<file path="src/rtl/hd_err_monitor.sv">
// Purpose : error statistics over a run of N (exact, approximate) vector pairs from the HD miter.
// Latency : a sample's HD shows in the statistics 2 cycles after its transfer; done follows the last transfer by 2 cycles.
// Backpressure: in_ready is high only in RUN while fewer than N pairs are accepted; in_valid low inserts bubbles.
//
// Ports:
//   clk, rst            clock and synchronous active-high reset
//   start, num_samples  begin a run of num_samples pairs (honoured in IDLE or DONE only)
//   in_valid/in_ready   pair handshake for vectors a (exact) and b (approximate)
//   busy, done          run in progress (RUN/DRAIN) / results held (DONE)
//   err_cnt, viol_cnt, max_hd, hd_total, viol_flag, first_viol_idx   run statistics
module hd_err_monitor #(
    parameter int BIT   = 33,
    parameter int MHD   = 4,
    parameter int CNT_W = 32,
    parameter int HD_W  = 6
) (
    input  logic                    clk,
    input  logic                    rst,
    input  logic                    start,
    input  logic [CNT_W-1:0]        num_samples,
    input  logic                    in_valid,
    output logic                    in_ready,
    input  logic [BIT-1:0]          a,
    input  logic [BIT-1:0]          b,
    output logic                    busy,
    output logic                    done,
    output logic [CNT_W-1:0]        err_cnt,
    output logic [CNT_W-1:0]        viol_cnt,
    output logic [HD_W-1:0]         max_hd,
    output logic [CNT_W+HD_W-1:0]   hd_total,
    output logic                    viol_flag,
    output logic [CNT_W-1:0]        first_viol_idx
);

    localparam int TOT_W = CNT_W + HD_W;
    localparam logic [HD_W-1:0] MHD_V = HD_W'(MHD);

    typedef enum logic [1:0] {
        S_IDLE  = 2'd0,
        S_RUN   = 2'd1,
        S_DRAIN = 2'd2,
        S_DONE  = 2'd3
    } state_t;

    function automatic logic [HD_W-1:0] popcount(input logic [BIT-1:0] v);
        logic [HD_W-1:0] c;
        c = '0;
        for (int i = 0; i < BIT; i++) begin
            c = c + HD_W'(v[i]);
        end
        return c;
    endfunction

    // Control state
    state_t             state_q;
    logic               in_ready_q;
    logic               busy_q;
    logic               done_q;
    logic [CNT_W-1:0]   n_q;
    logic [CNT_W-1:0]   acc_q;

    // Stage 1 register
    logic               s1_vld_q;
    logic [HD_W-1:0]    s1_hd_q;
    logic [CNT_W-1:0]   s1_idx_q;

    // Statistics (stage 2)
    logic [CNT_W-1:0]   err_q,   err_d;
    logic [CNT_W-1:0]   viol_q,  viol_d;
    logic [HD_W-1:0]    max_q,   max_d;
    logic [TOT_W-1:0]   tot_q,   tot_d;
    logic               flag_q,  flag_d;
    logic [CNT_W-1:0]   first_q, first_d;

    logic               xfer;
    logic               start_ok;
    logic [CNT_W-1:0]   acc_inc;
    logic [TOT_W:0]     tot_sum;

    assign xfer     = in_valid && in_ready_q;
    assign start_ok = start && ((state_q == S_IDLE) || (state_q == S_DONE));
    assign acc_inc  = acc_q + CNT_W'(1);
    // One extra bit catches the carry so the running total can saturate instead of wrapping.
    assign tot_sum  = {1'b0, tot_q} + (TOT_W+1)'(s1_hd_q);

    // ---------------------------------------------------------------
    // Run control FSM with registered handshake/status outputs
    // ---------------------------------------------------------------
    always_ff @(posedge clk) begin
        if (rst) begin
            state_q    <= S_IDLE;
            in_ready_q <= 1'b0;
            busy_q     <= 1'b0;
            done_q     <= 1'b0;
            n_q        <= '0;
            acc_q      <= '0;
        end else begin
            case (state_q)
                S_IDLE, S_DONE: begin
                    if (start) begin
                        n_q   <= num_samples;
                        acc_q <= '0;
                        if (num_samples == '0) begin
                            state_q    <= S_DONE;
                            in_ready_q <= 1'b0;
                            busy_q     <= 1'b0;
                            done_q     <= 1'b1;
                        end else begin
                            state_q    <= S_RUN;
                            in_ready_q <= 1'b1;
                            busy_q     <= 1'b1;
                            done_q     <= 1'b0;
                        end
                    end
                end
                S_RUN: begin
                    if (xfer) begin
                        acc_q <= acc_inc;
                        if (acc_inc == n_q) begin
                            state_q    <= S_DRAIN;
                            in_ready_q <= 1'b0;
                        end
                    end
                end
                S_DRAIN: begin
                    // On entry stage 1 holds the final sample and stage 2 retires it on
                    // this edge; nothing new can enter, so the pipeline is empty in DONE.
                    state_q <= S_DONE;
                    busy_q  <= 1'b0;
                    done_q  <= 1'b1;
                end
                default: begin
                    state_q    <= S_IDLE;
                    in_ready_q <= 1'b0;
                    busy_q     <= 1'b0;
                    done_q     <= 1'b0;
                end
            endcase
        end
    end

    // ---------------------------------------------------------------
    // Stage 1: per-sample Hamming distance and index
    // ---------------------------------------------------------------
    always_ff @(posedge clk) begin
        if (rst) begin
            s1_vld_q <= 1'b0;
            s1_hd_q  <= '0;
            s1_idx_q <= '0;
        end else begin
            s1_vld_q <= xfer;
            // Data registers only move on a transfer so idle a/b activity is ignored.
            if (xfer) begin
                s1_hd_q  <= popcount(a ^ b);
                s1_idx_q <= acc_q;
            end
        end
    end

    // ---------------------------------------------------------------
    // Stage 2: statistics update
    // ---------------------------------------------------------------
    always_comb begin
        err_d   = err_q;
        viol_d  = viol_q;
        max_d   = max_q;
        tot_d   = tot_q;
        flag_d  = flag_q;
        first_d = first_q;
        if (start_ok) begin
            err_d   = '0;
            viol_d  = '0;
            max_d   = '0;
            tot_d   = '0;
            flag_d  = 1'b0;
            first_d = '0;
        end else if (s1_vld_q) begin
            tot_d = tot_sum[TOT_W] ? {TOT_W{1'b1}} : tot_sum[TOT_W-1:0];
            if ((s1_hd_q != '0) && (err_q != {CNT_W{1'b1}})) begin
                err_d = err_q + CNT_W'(1);
            end
            if (s1_hd_q > max_q) begin
                max_d = s1_hd_q;
            end
            // Strictly greater: an HD equal to the tolerance is an error, not a violation.
            if (s1_hd_q > MHD_V) begin
                if (viol_q != {CNT_W{1'b1}}) begin
                    viol_d = viol_q + CNT_W'(1);
                end
                if (!flag_q) begin
                    flag_d  = 1'b1;
                    first_d = s1_idx_q;
                end
            end
        end
    end

    always_ff @(posedge clk) begin
        if (rst) begin
            err_q   <= '0;
            viol_q  <= '0;
            max_q   <= '0;
            tot_q   <= '0;
            flag_q  <= 1'b0;
            first_q <= '0;
        end else begin
            err_q   <= err_d;
            viol_q  <= viol_d;
            max_q   <= max_d;
            tot_q   <= tot_d;
            flag_q  <= flag_d;
            first_q <= first_d;
        end
    end

    assign in_ready       = in_ready_q;
    assign busy           = busy_q;
    assign done           = done_q;
    assign err_cnt        = err_q;
    assign viol_cnt       = viol_q;
    assign max_hd         = max_q;
    assign hd_total       = tot_q;
    assign viol_flag      = flag_q;
    assign first_viol_idx = first_q;

endmodule

</file>
<file path="config.mk">
export PLATFORM = sky130hd
export DESIGN_NAME = hd_err_monitor
export DESIGN_NICKNAME = d
export VERILOG_FILES = /design/src/rtl/hd_err_monitor.sv
export SDC_FILE = /design/constraint.sdc
export NUM_CORES = 1
export LEC_CHECK = 0
export BUFFER_PORTS_ARGS = -buffer_cell sky130_fd_sc_hd__buf_2
export CORE_MARGIN = 5
export CORE_UTILIZATION = 35
export CTS_CLUSTER_SIZE = 10
export DETAILED_ROUTE_END_ITERATION = 16
export GPL_ROUTABILITY_DRIVEN = 0
export PLACE_DENSITY = 0.62
export SLEW_MARGIN = 20
export SYNTH_ARGS = -nofsm -noshare
export SYNTH_HDL_FRONTEND = slang
export SYNTH_SLANG_ARGS = --single-unit
</file>
<file path="constraint.sdc">
create_clock -name clk -period 8.4 [get_ports clk]
set_input_delay 2.52 -clock clk [delete_from_list [all_inputs] [get_ports clk]]
set_output_delay 2.52 -clock clk [all_outputs]
set_load 0.03 [all_outputs]
</file>
Word-level counts from Yosys, hierarchy flattened. Cells that the tools add are included.

Flip-flop bits (word level): 249. Bits of input ports: 102. Output and inout bits: 144. Logic and storage cells: 103.

Add/subtract/negate cells: 36. Magnitude comparators: 2. Equality and inequality tests: 9. Muxes and demuxes: 18. Bitwise gates (word level): 2. Reduce and logical (&&, ||, !) cells: 21.

Operators with widths (number): $add A6 B1 Y6 (27); $add A32 B1 Y32 const B (3); $mux W32 (2); $ne A32 B32 Y1 const B (2); $pmux W32 S2 (1); $add A38 B6 Y39 (1); $mux W38 (1); $xor A33 B33 Y33 (1); $eq A32 B32 Y1 (1); $logic_not A32 Y1 (1); $reduce_and A3 Y1 (4); $reduce_and A2 Y1 (5); $mux W2 (4); $add A5 B1 Y6 (1); $gt A6 B3 Y1 const B (1); $gt A6 B6 Y1 (1); $mux W1 (6); $ne A2 B2 Y1 const B (3); $pmux W1 S2 (3); $pmux W2 S3 (1); $reduce_bool A6 Y1 (1); $add A4 B1 Y5 (1); $add A3 B1 Y4 (1); $eq A2 B2 Y1 const B (2); other kinds (10) (14).

Longest topological paths before layout.
Word-level depth: 33. Gate-level depth with buffers: 18. Mapped depth without buffers: 18.

Worst setup path after synthesis. OpenSTA, ideal clock, no wires.

Kind: input to register. From: in b[11]. To: reg s1_hd_q[4]. Setup time: 0.070 ns. Arrival: 7.219 ns. Required time: 8.330 ns. Path slack: 1.111 ns. Cell stages on the path: 18. Buffers on the path: 0. Path through: xor2_1 > fa_1 > inv_1 > fa_1 > inv_1 > fa_1 > fa_1 > inv_1 > fa_1 > fa_1 > fa_1 > fa_1 > inv_1 > a21o_1 > a21oi_1 > xnor2_1 > nand2_1 > a21oi_1.

Cells in the longest elaborated chain, start to end: 23.

RTL lines: from (decl) (line 24) `input logic [BIT-1:0] b,`; $xor A33 B33 Y33 (line 154) `s1_hd_q <= popcount(a ^ b);`; $add A6 B1 Y6 (22 in series) (line 49) `c = c + HD_W'(v[i]);`; to (signal assigned) (line 154); to (decl) (line 64) `logic [HD_W-1:0] s1_hd_q;`.

No other way between the ends. A chain may end at the register's enable or synchronous reset.

Worst setup path after layout.
From: in a[0]. To: reg s1_hd_q[4].

Cells in the longest elaborated chain, start to end: 33.

RTL lines: from (decl) (line 23) `input logic [BIT-1:0] a,`; $xor A33 B33 Y33 (line 154); $add A1 B1 Y2 (line 49); $add A2 B1 Y3 (line 49); $add A3 B1 Y4 (line 49); $add A4 B1 Y5 (line 49); $add A5 B1 Y6 (line 49); $add A6 B1 Y6 (27 in series) (line 49).

No other way between the ends.

==> metrics.txt <==
total CTS buffers=30; layout cells sized above 1=18.11%; DR iter-0 viols=667; Worst Max-Slew Pin Slew=1.075 ns; share of the synthesized area in the top cell type=38.79%; Final Hold Vio Count=0; clk buf depth=3; number of vias per cell=5.146; clock sink count=249; PortBufs=245; Post CTS Setup Buffer Count=0; area grow syn2layout=18.20%; min cycle time layout=7.009 ns; Crit Path Class=input pin to flop; crit path DAT=7.47 ns; Via Count=11670; die area=0.04065 mm²; Final setup violation count=0; first-pass iteration count of the detailed router=7; Total Nets Final=1941; Power Total=3.867 mW; VDD IR-drop max=0.2553 mV; final WL=35210 µm; post-synth top area cell=dfxtp_1; DRC Markers=0; P_leak=5.944 nW; Mapped Cells=1602; TritonCTS clock tree=yes; Synth Flop Type=dfxtp_1; clock insertion delay at the later pin of the skew report=0.54 ns; CTS hold repair buffers=0; Period Utilization, post-route=83.45%; Synth area leaders=dfxtp_1, nand2_1, a21oi_1, xor2_1, xnor2_1; gr usage total=16.53%; Max Fclk=142.7 MHz; most frequent cell after synthesis=nand2_1; Starting Density=35.27%; Final ANT Viol Nets=0; Post-synth EDFFs=0; largest net degree at the start of global routing=97; power per cell area=254.6 mW/mm²; Post-Syn Area=0.01285 mm²; initial antenna violation count=0; Mapped Nets=1754; WL per Instance=15.53 µm; YS warnings=0; grt ovf=0; row cnt=70; Clock Skew=0.01254 ns; Max Slew Vio Count=0; Die Span Y=201.6 µm; Root Driver=clkbuf_16; worst-path maximum fanout=3; syn_area_per_cell=8.021 µm²; post-cts sizing count=0; DP HPWL=25640 µm; FFs w/ async S/R, synth=0%; RSZ-0062 raised after global routing=no; Post-synth top cells=nand2_1, dfxtp_1, a21oi_1; Synth cell types=73; first-pass GRT wire length=57390 µm; critical path launch point type=input pin; Fin Hold WS=0.4505 ns; max-cap violations=0; HP Class=flop to flop; n_diodes=0; IO Count=246; setup TNS=0 ns; CTS clk-pin slew, worst paths=0.05 ns; WP data required=8.86 ns; core area=0.03643 mm²; sequential area share after synthesis=38.79%; post-synthesis register bit count=249; status=completed; Slew HR=28.33%; Die Wd=201.6 µm; vias in the first global route=11130; H-tree levels=1; CP endpoint kind=flop
-- worst paths after layout --
path	depth (start not counted)	end	slack, ns	startpoint
worst max-delay path	18	s1_hd_q[4]	1.39	a[0]
worst min-delay path	2	first_viol_idx[11]	0.45	first_viol_idx[11]
worst max register to register	10	in_ready	4.85	acc_q[0]
worst min register to register	2	first_viol_idx[11]	0.45	first_viol_idx[11]
-- cell families (layout without fill, tap and decap cells) --
group           count (synthesis)  count (layout)  share of synthesized area (%)
compound gates                312             312                          14.10
flops                         249             249                          38.79
xor+xnor                      141             141                          9.610
fa+ha+maj                      50              50                          6.388
mux                            13              13                          1.032
simple gates                  682             682                          25.34
buf+inv                       155             353                          4.742
-- registers in the layout, summed over array words and instances (netlist names) --
| register | count |
|---|---|
| s1_hd_q | 6 |
| acc_q | 32 |
| in_ready | 1 |
| viol_cnt | 32 |
| s1_idx_q | 32 |
| first_viol_idx | 32 |
| done | 1 |
| hd_total | 38 |
| err_cnt | 32 |
| state_q | 2 |
| s1_vld_q | 1 |
| viol_flag | 1 |
| busy | 1 |
| max_hd | 6 |
| n_q | 32 |
-- placed cells by master (no fill, tap or decap), types with 28 or more instances in the layout --
cell	Yosys	layout
nand2_1	301	298
dfxtp_1	249	249
buf_2	15	245
a21oi_1	192	192
nor2_1	138	137
xor2_1	74	74
xnor2_1	67	67
inv_1	57	57
o21ai_0	51	50
nand4_1	39	39
nand3_1	36	36
clkbuf_16	0	31
nor3_1	28	28
-- through the flow --
stage | worst slack (ns) | cells | util [%] | cell area [µm²]
2_1_floorplan | 1.111 | 1602 | - | 12850
3_3_place_gp | 0.8588 | 2225 | 39.35 | 14340
3_5_place_dp | 0.7837 | 2225 | 39.35 | 14340
4_1_cts | 1.354 | 2268 | 41.65 | 15170
5_1_grt | 1.115 | 2268 | 41.69 | 15190
6_report | 1.391 | 2268 | 41.69 | 15190
-- power breakdown --
group          internal (mW)  total, mW  switching, mW
sequential              1.24       1.31         0.0699
clock                  0.666       1.14          0.472
combinational          0.564       1.42          0.854
-- routing by layer --
metal,vias to the layer above,GRT usage (%),routed length (µm)
met5,-,0,0
met4,0,4.077,849
met3,53,1.982,1678
met2,329,27.74,16250
met1,5447,22.77,16440
li1,5843,-,-
-- worst max-delay path, stage by stage --
cell and delay, ns:
buf_2 0.10, xnor2_1 0.14, fa_1 0.54, inv_1 0.06, fa_1 0.52, fa_1 0.52
fa_1 0.54, inv_1 0.05, fa_1 0.49, fa_1 0.52, fa_1 0.47, fa_1 0.37
inv_1 0.09, a21o_1 0.11, a21oi_1 0.07, xnor2_1 0.13, nand2_1 0.07, a21oi_1 0.15
-- area by class of cell --
class / count / area [µm²]
fillers: 3731 / 21250
multi-input cells: 1198 / 7282
flip-flops and latches: 249 / 4985
repair buffers: 253 / 1286
clock buffers: 39 / 815.8
well taps: 468 / 585.6
inverters: 57 / 214.0
clock inverters: 4 / 20.02
Note: power is estimated with default switching activity, not from simulation.
